## src/rtl/polymem_arbiter_if.sv

```systemverilog
// Shared write-port bundle between the burst writers (master side) and the
// polynomial RAM arbiter (slave side).
interface polymem_arbiter_if #(
  parameter int NREQ = 3,
  parameter int DW   = 26,
  parameter int AW   = 11
);
  logic [NREQ-1:0]    req;
  logic [NREQ-1:0]    done_in;
  logic [NREQ-1:0]    we_in;
  logic [NREQ*AW-1:0] addr_in;
  logic [NREQ*DW-1:0] data_in;
  logic [NREQ-1:0]    gnt;
  logic               mem_we;
  logic [AW-1:0]      mem_addr;
  logic [DW-1:0]      mem_data;
  logic               busy;
  logic               timeout;

  // Handshake: req is a level held until gnt[k] is seen; the owner then streams
  // writes while it holds gnt and ends the burst with a 1-cycle done_in pulse.
  modport master (
    output req, done_in, we_in, addr_in, data_in,
    input  gnt, mem_we, mem_addr, mem_data, busy, timeout
  );

  modport slave (
    input  req, done_in, we_in, addr_in, data_in,
    output gnt, mem_we, mem_addr, mem_data, busy, timeout
  );
endinterface

```

## src/rtl/polymem_arbiter.sv

```systemverilog
// Round-robin owner-per-burst arbiter for the shared coefficient RAM write port,
// with a watchdog that revokes a grant held too long without done.
module polymem_arbiter #(
  parameter int NREQ    = 3,
  parameter int DW      = 26,
  parameter int AW      = 11,
  parameter int TIMEOUT = 1023
) (
  input  logic                    clk,
  input  logic                    rst_n,
  polymem_arbiter_if.slave        bus,
  output logic [1:0]              dbg_state,
  output logic [$clog2(NREQ)-1:0] dbg_ptr
);
  localparam int PW = $clog2(NREQ);
  localparam int WW = $clog2(TIMEOUT + 1);

  typedef enum logic [1:0] {
    IDLE    = 2'd0,
    GRANT   = 2'd1,
    RELEASE = 2'd2
  } state_t;

  state_t          state_q, state_d;
  logic [PW-1:0]   ptr, own, pick, ptr_next;
  logic [WW-1:0]   wd;
  logic [NREQ-1:0] gnt_q;
  logic            busy_q, mem_we_q, timeout_c, found, done_own, expire;
  logic [AW-1:0]   mem_addr_q;
  logic [DW-1:0]   mem_data_q;
  logic [PW-1:0]   idx;

  // First requester at or above ptr, wrapping modulo NREQ.
  always_comb begin
    pick  = '0;
    found = 1'b0;
    idx   = '0;
    for (int i = 0; i < NREQ; i++) begin
      idx = PW'((int'(ptr) + i) % NREQ);
      if (!found && bus.req[idx]) begin
        found = 1'b1;
        pick  = idx;
      end
    end
  end

  // wd counts completed grant cycles, so expiry lands on the TIMEOUT-th cycle.
  assign done_own = bus.done_in[own];
  assign expire   = (wd == WW'(TIMEOUT - 1));
  assign ptr_next = (own == PW'(NREQ - 1)) ? '0 : own + 1'b1;

  always_comb begin
    state_d   = state_q;
    timeout_c = 1'b0;
    case (state_q)
      IDLE:    if (found) state_d = GRANT;
      GRANT: begin
        if (done_own) begin
          state_d = RELEASE;
        end else if (expire) begin
          state_d   = RELEASE;
          timeout_c = 1'b1;
        end
      end
      RELEASE: state_d = IDLE;
      default: state_d = IDLE;
    endcase
  end

  always_ff @(posedge clk) begin
    if (!rst_n) state_q <= IDLE;
    else        state_q <= state_d;
  end

  // Write path registers the owner's request in every GRANT cycle, including
  // the done cycle, so the final write lands during the RELEASE cycle.
  always_ff @(posedge clk) begin
    if (!rst_n) begin
      gnt_q      <= '0;
      own        <= '0;
      ptr        <= '0;
      wd         <= '0;
      busy_q     <= 1'b0;
      mem_we_q   <= 1'b0;
      mem_addr_q <= '0;
      mem_data_q <= '0;
    end else begin
      mem_we_q <= 1'b0;
      case (state_q)
        IDLE: begin
          if (found) begin
            own    <= pick;
            gnt_q  <= {{(NREQ-1){1'b0}}, 1'b1} << pick;
            busy_q <= 1'b1;
            wd     <= '0;
          end
        end
        GRANT: begin
          mem_we_q <= bus.we_in[own];
          if (bus.we_in[own]) begin
            mem_addr_q <= bus.addr_in[int'(own)*AW +: AW];
            mem_data_q <= bus.data_in[int'(own)*DW +: DW];
          end
          if (wd != WW'(TIMEOUT)) wd <= wd + 1'b1;
          if (state_d == RELEASE) begin
            gnt_q  <= '0;
            busy_q <= 1'b0;
            ptr    <= ptr_next;
          end
        end
        default: ;
      endcase
    end
  end

  assign bus.gnt      = gnt_q;
  assign bus.busy     = busy_q;
  assign bus.mem_we   = mem_we_q;
  assign bus.mem_addr = mem_addr_q;
  assign bus.mem_data = mem_data_q;
  assign bus.timeout  = timeout_c;
  assign dbg_state    = state_q;
  assign dbg_ptr      = ptr;
endmodule

```

## src/flat_wrapper.sv

```systemverilog
// flat-port wrapper written by rule: the top's interface ports become plain ports
module polymem_arbiter_flat 
#(
  parameter int NREQ    = 3,
  parameter int DW      = 26,
  parameter int AW      = 11,
  parameter int TIMEOUT = 1023
)
  (clk, rst_n, dbg_state, dbg_ptr, bus_req, bus_done_in, bus_we_in, bus_addr_in, bus_data_in, bus_gnt, bus_mem_we, bus_mem_addr, bus_mem_data, bus_busy, bus_timeout);
  polymem_arbiter_if #(.NREQ(NREQ), .DW(DW), .AW(AW)) bus_i ();
  input  logic clk;
  input  logic rst_n;
  output logic [1:0] dbg_state;
  output logic [$clog2(NREQ)-1:0] dbg_ptr;
  input wire logic [$bits(bus_i.req)-1:0] bus_req;
  input wire logic [$bits(bus_i.done_in)-1:0] bus_done_in;
  input wire logic [$bits(bus_i.we_in)-1:0] bus_we_in;
  input wire logic [$bits(bus_i.addr_in)-1:0] bus_addr_in;
  input wire logic [$bits(bus_i.data_in)-1:0] bus_data_in;
  output wire logic [$bits(bus_i.gnt)-1:0] bus_gnt;
  output wire logic [$bits(bus_i.mem_we)-1:0] bus_mem_we;
  output wire logic [$bits(bus_i.mem_addr)-1:0] bus_mem_addr;
  output wire logic [$bits(bus_i.mem_data)-1:0] bus_mem_data;
  output wire logic [$bits(bus_i.busy)-1:0] bus_busy;
  output wire logic [$bits(bus_i.timeout)-1:0] bus_timeout;
  assign bus_i.req = bus_req;
  assign bus_i.done_in = bus_done_in;
  assign bus_i.we_in = bus_we_in;
  assign bus_i.addr_in = bus_addr_in;
  assign bus_i.data_in = bus_data_in;
  assign bus_gnt = bus_i.gnt;
  assign bus_mem_we = bus_i.mem_we;
  assign bus_mem_addr = bus_i.mem_addr;
  assign bus_mem_data = bus_i.mem_data;
  assign bus_busy = bus_i.busy;
  assign bus_timeout = bus_i.timeout;
  polymem_arbiter #(.NREQ(NREQ), .DW(DW), .AW(AW), .TIMEOUT(TIMEOUT)) u_core (.clk(clk), .rst_n(rst_n), .bus(bus_i), .dbg_state(dbg_state), .dbg_ptr(dbg_ptr));
endmodule
```

## config.mk

```make
export PLATFORM = sky130hd
export DESIGN_NAME = polymem_arbiter_flat
export DESIGN_NICKNAME = d
export VERILOG_FILES = /design/src/rtl/polymem_arbiter_if.sv /design/src/rtl/polymem_arbiter.sv /design/src/flat_wrapper.sv
export SDC_FILE = /design/constraint.sdc
export NUM_CORES = 1
export LEC_CHECK = 0
export ABC_AREA = 1
export ABC_CLOCK_PERIOD_IN_PS = 3940
export CAP_MARGIN = 0
export CORE_MARGIN = 4
export CORE_UTILIZATION = 25
export DETAILED_ROUTE_END_ITERATION = 8
export PLACE_DENSITY = 0.57
export SLEW_MARGIN = 20
export SYNTH_ARGS = -nofsm -noshare
export SYNTH_HDL_FRONTEND = slang
export SYNTH_SLANG_ARGS = --single-unit
export TNS_END_PERCENT = 20
```

## constraint.sdc

```tcl
create_clock -name clk -period 3.94 [get_ports clk]
set_clock_uncertainty 0.15 [all_clocks]
set_input_delay 0.591 -clock clk [delete_from_list [all_inputs] [get_ports clk]]
set_output_delay 0.591 -clock clk [all_outputs]
set_load 0.02 [all_outputs]
```

* After elaboration in Yosys (flattened, before gate mapping)
Cells that the tools add are included.
** Cells by class
- Add/sub/neg operators :: 4
- Multiply operators :: 2
- Div/mod/pow operators :: 3
- $lt $le $gt $ge :: 4
- Equal/unequal tests :: 8
- Shifts and indexed selects :: 3
- Mux-type cells :: 33
- Reductions and logical operators :: 12
** Operators by type and width (count)
- $shiftx 78x32->26 :: 1
- $mod 32x3->32 const B :: 2
- $shiftx 33x32->11 :: 1
- $mod 3x3->32 const B :: 1
- $mux 10 :: 2
- $pmux 10 s2 :: 1
- $mux 2 :: 7
- $mux 1 :: 13
- $lt 2x3->1 const B :: 4
- $mul 2x4->6 const B :: 2
- $add 10x1->10 const B :: 1
- $bmux 1 s2 :: 5
- $eq 10x10->1 const B :: 1
- $ne 10x10->1 const B :: 1
- $reduce_and 2->1 :: 4
- $mux 3 :: 2
- $ne 2x1->1 const B :: 3
- $pmux 3 s2 :: 1
- $reduce_and 3->1 :: 2
- $eq 2x2->1 const B :: 2
- $pmux 2 s2 :: 1
- $add 2x1->3 const B :: 1
- $add 2x2->3 const B :: 1
- $shl 1x2->3 const A :: 1
- 7 further kinds :: 9
** Word-level totals
- Register bits :: 58
- Input bits :: 122
- Output and inout port bits :: 47

* Depth between registers and ports, before layout
- Depth after elaboration :: 15
- Mapped depth :: 14
- Depth with buffers taken out :: 14

* Least setup slack after synthesis
Ideal clock, no wire load.
- Kind :: input port to output port
- From :: in bus_done_in[0]
- To :: out bus_timeout
- Arrival :: 1447 ps
- Data required time :: 3199 ps
- Path slack :: 1752 ps
- Cell stages on the path :: 2
- Cell sequence :: a21o_1 -> nor4_1
** On the way
- Word-level cells in the longest chain between the ends :: 4
** RTL lines
- from (decl) :: RTL line flat_wrapper.sv:16 : input wire logic [$bits(bus_i.done_in)-1:0] bus_done_in;
- $bmux 1 s2 :: RTL line polymem_arbiter.sv:48 : assign done_own = bus.done_in[own];
- $mux 1 (implied by the code) :: RTL line polymem_arbiter.sv:48
- $mux 1 :: RTL line polymem_arbiter.sv:58 : if (done_own) begin
- $mux 1 :: RTL line polymem_arbiter.sv:55 : case (state_q)
- to (decl) :: RTL line flat_wrapper.sv:25 : output wire logic [$bits(bus_i.timeout)-1:0] bus_timeout;
No other way between the ends. The select of a mux whose other input is x is not followed.

* Final worst setup path
Same ends and word-level chain as after synthesis.

==> metrics list <==
- Status: completed
- The largest single stage delay on the critical path is 0.65 ns.
* Hold buffer count at cts: 0
* Final setup violating endpoints: 0
- Summing over every cut layer, the via total after detailed routing is 3717.
* TritonCTS clock tree: done
* Overall die height: 120 um
- Once the clock tree was built, the setup fixing pass inserted 0 buffers.
- Slew at the pin with the worst max-slew slack: 0.583 ns
- The kind of cell with the highest combined delay along the critical path is buffers and inverters.
- Clock transition at the registers of the reported paths: 0.05 ns
- Top cell type's share of synthesized area: 37.1%
- Data on the critical path is required at its endpoint by 3.20 ns.
- Setup repair after global routing left no endpoint under its margin.
* Buffers plus inverters on the worst setup path: 2
* Most used cell along the critical path: sky130_fd_sc_hd__clkdlybuf4s50_1
- Floorplan core area: 12100 um^2
- For this run, the number of Yosys warnings is 0.
* Num Clock Sinks: 58
* Share of synthesized area occupied by flip-flops and latches: 37.1%
* Antenna violations before repair: 0
- Reg-to-reg startpoint: u_core.own[0]
- The area growth from synthesis to layout is 67.3%.
- Total die area: 14400 um^2
* Leak Pwr: 1.97 nW
* Post-synthesis average cell area: 6.99 um^2
- Average wire per standard cell: 15.0 um
- STA classifies the critical path endpoint as an output port.
- Residual DRC: 0
- Antenna violation net count after detailed routing: 0
- Buffers inserted during clock tree synthesis total 9.
- Summing every instance area after synthesis gives 3130 um^2.
- Launch point of the critical path: bus_done_in[0]
- Cell types occupying the most area after synthesis: sky130_fd_sc_hd__dfxtp_1 (37%), sky130_fd_sc_hd__nand2_1 (20%), sky130_fd_sc_hd__a41oi_1 (10%)
* Buffer cell driving the clock tree root: sky130_fd_sc_hd__clkbuf_16
- For this configuration, the core starts out at a cell density of 25.8%.
- Worst reg2reg path depth: 9
- Minimum setup slack among reg-to-reg paths: 1.71 ns
- The final critical path takes up 70.5% of the cycle.
- The congestion estimate from routability-driven global placement came to 0.855.
- Global routing consumed, over all layers together, 16.4% of the routing resources.
- The worst hold path passes through 2 cells.
* Detailed-placement wirelength estimate: 8590 um
- Maximum root-to-sink buffer count: 2
* Worst path slowest cell: sky130_fd_sc_hd__clkdlybuf4s50_1
- Via-per-instance ratio: 4.78
- The path with the worst hold slack has its endpoint at u_core.bus.busy.
- Maximum number of pins on one net before global-route repair: 51
- The worst path needs 2.78 ns of the cycle, external delays included.
- The number of gates resized after CTS was 0.
* Total I/O pin count: 169
* Cells after synthesis: 447
* Quantity of I/O buffers inserted on ports: 168
* Final hold violation count: 0
- Final Routed Wirelength: 11700 um
- Power per unit of standard cell area: 663 nW/um^2
* Post-synthesis sequential element count: 58
- Type of the setup path with the least slack: input pin to output port
* Iteration-0 DRC Markers: 156
* Number of standard cells in the final layout excluding fillers: 778
- Worst reg2reg path endpoint: u_core.bus.mem_addr[9]
* Biggest area consumer among synthesized cells: sky130_fd_sc_hd__dfxtp_1
* Congestion Overflow GR: 0
- The first TritonRoute pass finished after 4 iterations.
- For the worst-skew pair, the clock arrives at the later sink with an insertion delay of 0.32 ns.
- Number of cell rows: 40
- Fill cells: 1253
* Total Nets Final: 734
- In this run the most critical hold path is launched from u_core.bus.busy.
- Crit path DAT: 2.04 ns
- The number of nets in the synthesized netlist is 575.
- Max Transition Viols Final: 0
- The worst setup path is launched from an input pin.
- In this run the worst path has a maximum fanout of 2.
- In this run the worst hold path is classified as flip-flop to flip-flop.
* Count of cell types in the netlist: 34
* Slew headroom: 61.0%
- Maximum level of the CTS H-tree: 3
* Highest attainable clock frequency: 0.360 GHz
- Maximum capacitance violations: 0
- Cell-by-cell trace of the critical path: clkdlybuf4s50_1, a21o_1, nor4_1, clkdlybuf4s50_1
* First-pass GRT wire length: 19100 um
- The number of global-route vias before repair came to 3906.
* Accumulated negative setup slack: 0 ns
- The floorplan step set the die width to 120 um.
- Final cell utilization of the core: 43.2%
- Across the VDD grid, the largest voltage drop is 0.000187 V.
- Of the cells placed in the final design, the portion with a size suffix greater than 1 is 6.23%.
- The number of antenna diodes in the final layout is 0.
- The number of placed instances, taps included, is 763.
[stage by stage]
stage	hold slack (ns)	power (mW)	instance area (um^2)	setup slack, ns
4_1_cts	0.322	3.50	5230	1.15
3_3_place_gp	0.301	2.70	4940	1.18
3_5_place_dp	0.313	2.72	4940	1.16
2_1_floorplan	0.307	2.00	3130	1.75
6_report	0.316	3.47	5230	1.16
5_1_grt	0.355	3.74	5230	1.08
[layer usage]
metal  share of wire (%)  global-route usage, %
met2                  46                   26.4
met1                  41                   18.5
met4                 2.5                   6.23
met5                   0                      0
met3                  11                   8.11
[cell usage after synthesis, drive strengths merged]
library cell / instances
o21ai: 42
a21boi: 1
dfxtp: 58
nor4: 1
a21o: 1
or2: 3
clkbuf: 15
buf: 11
a41oi: 37
ha: 6
inv: 22
nand2: 169
nand4: 2
nor3b: 1
nor3: 1
nand3: 30
o21a: 1
a21oi: 19
xor2: 4
clkinv: 2
nor2: 20
o31ai: 1
[cell type report]
type                    count  area (um^2)  area share (%)
repair buffers            174         1730            33.0
clock inverters             3         40.0           0.765
multi-input cells         339         1760            33.6
inverters                  24         91.3            1.75
well taps                 168          210            4.02
flip-flops and latches     58         1160            22.2
clock buffers              12          246            4.71
[cell families (layout without fill, tap and decap cells)]
| family | Yosys count | after routing | share of synthesized area (%) |
|---|---|---|---|
| xor gates and xnor gates | 4 | 4 | 1.12 |
| AOI/OAI and AO/OA | 102 | 102 | 21.5 |
| adders and majority gates | 6 | 6 | 2.40 |
| buffers and inverters | 50 | 213 | 7.20 |
| DFF | 58 | 58 | 37.1 |
| and+or+nand+nor | 227 | 227 | 30.6 |
[state kept, by name, indices dropped and copies added, names as in the netlist, 2 cells and up]
signal               flops
u_core.bus.gnt           3
u_core.bus.mem_addr     11
u_core.bus.mem_data     26
u_core.dbg_ptr           2
u_core.dbg_state         2
u_core.own               2
u_core.wd               10
[worst max path at each step]
stage                  endpoint  slack, ns  cells after the start
floorplan           bus_timeout       1.75                      2
global placement    bus_timeout       1.18                      4
detailed placement  bus_timeout       1.16                      4
CTS                 bus_timeout       1.15                      4
global route        bus_timeout       1.08                      7
finish              bus_timeout       1.16                      4
[report_power, final]
group	internal [mW]	switching (mW)	total (mW)
logic	0.701	1.11	1.81
clock network	0.501	0.266	0.767
registers	0.769	0.117	0.886
total	1.97	1.50	3.47
[cell usage in the layout (no fill, tap or decap)]
cell type / n
sky130_fd_sc_hd__a21boi_0: 1
sky130_fd_sc_hd__a21o_1: 1
sky130_fd_sc_hd__a21oi_1: 19
sky130_fd_sc_hd__a41oi_1: 37
sky130_fd_sc_hd__buf_4: 6
sky130_fd_sc_hd__bufinv_16: 1
sky130_fd_sc_hd__clkbuf_1: 2
sky130_fd_sc_hd__clkbuf_16: 9
sky130_fd_sc_hd__clkbuf_8: 1
sky130_fd_sc_hd__clkdlybuf4s50_1: 168
sky130_fd_sc_hd__clkinv_1: 1
sky130_fd_sc_hd__clkinv_2: 3
sky130_fd_sc_hd__dfxtp_1: 58
sky130_fd_sc_hd__ha_1: 6
sky130_fd_sc_hd__inv_1: 20
sky130_fd_sc_hd__inv_2: 2
sky130_fd_sc_hd__nand2_1: 163
sky130_fd_sc_hd__nand2_2: 3
sky130_fd_sc_hd__nand2_4: 3
sky130_fd_sc_hd__nand3_1: 29
sky130_fd_sc_hd__nand3_2: 1
sky130_fd_sc_hd__nand4_1: 2
sky130_fd_sc_hd__nor2_1: 15
sky130_fd_sc_hd__nor2_2: 2
sky130_fd_sc_hd__nor2_4: 3
sky130_fd_sc_hd__nor3_1: 1
sky130_fd_sc_hd__nor3b_1: 1
sky130_fd_sc_hd__nor4_1: 1
sky130_fd_sc_hd__o21a_1: 1
sky130_fd_sc_hd__o21ai_0: 36
sky130_fd_sc_hd__o21ai_1: 6
sky130_fd_sc_hd__o31ai_4: 1
sky130_fd_sc_hd__or2_2: 3
sky130_fd_sc_hd__xor2_1: 4
[worst reg2reg max path, stage by stage (launching register included)]
cell and delay (ns):
sky130_fd_sc_hd__dfxtp_1 0.46, sky130_fd_sc_hd__nand2_1 0.08, sky130_fd_sc_hd__inv_1 0.10, sky130_fd_sc_hd__nand2_1 0.06, sky130_fd_sc_hd__nand3_1 0.06, sky130_fd_sc_hd__nand2_1 0.06, sky130_fd_sc_hd__inv_2 0.33, sky130_fd_sc_hd__buf_4 0.48
sky130_fd_sc_hd__o21ai_0 0.15, sky130_fd_sc_hd__a41oi_1 0.21
No activity file was read; power rests on OpenSTA's default activity.
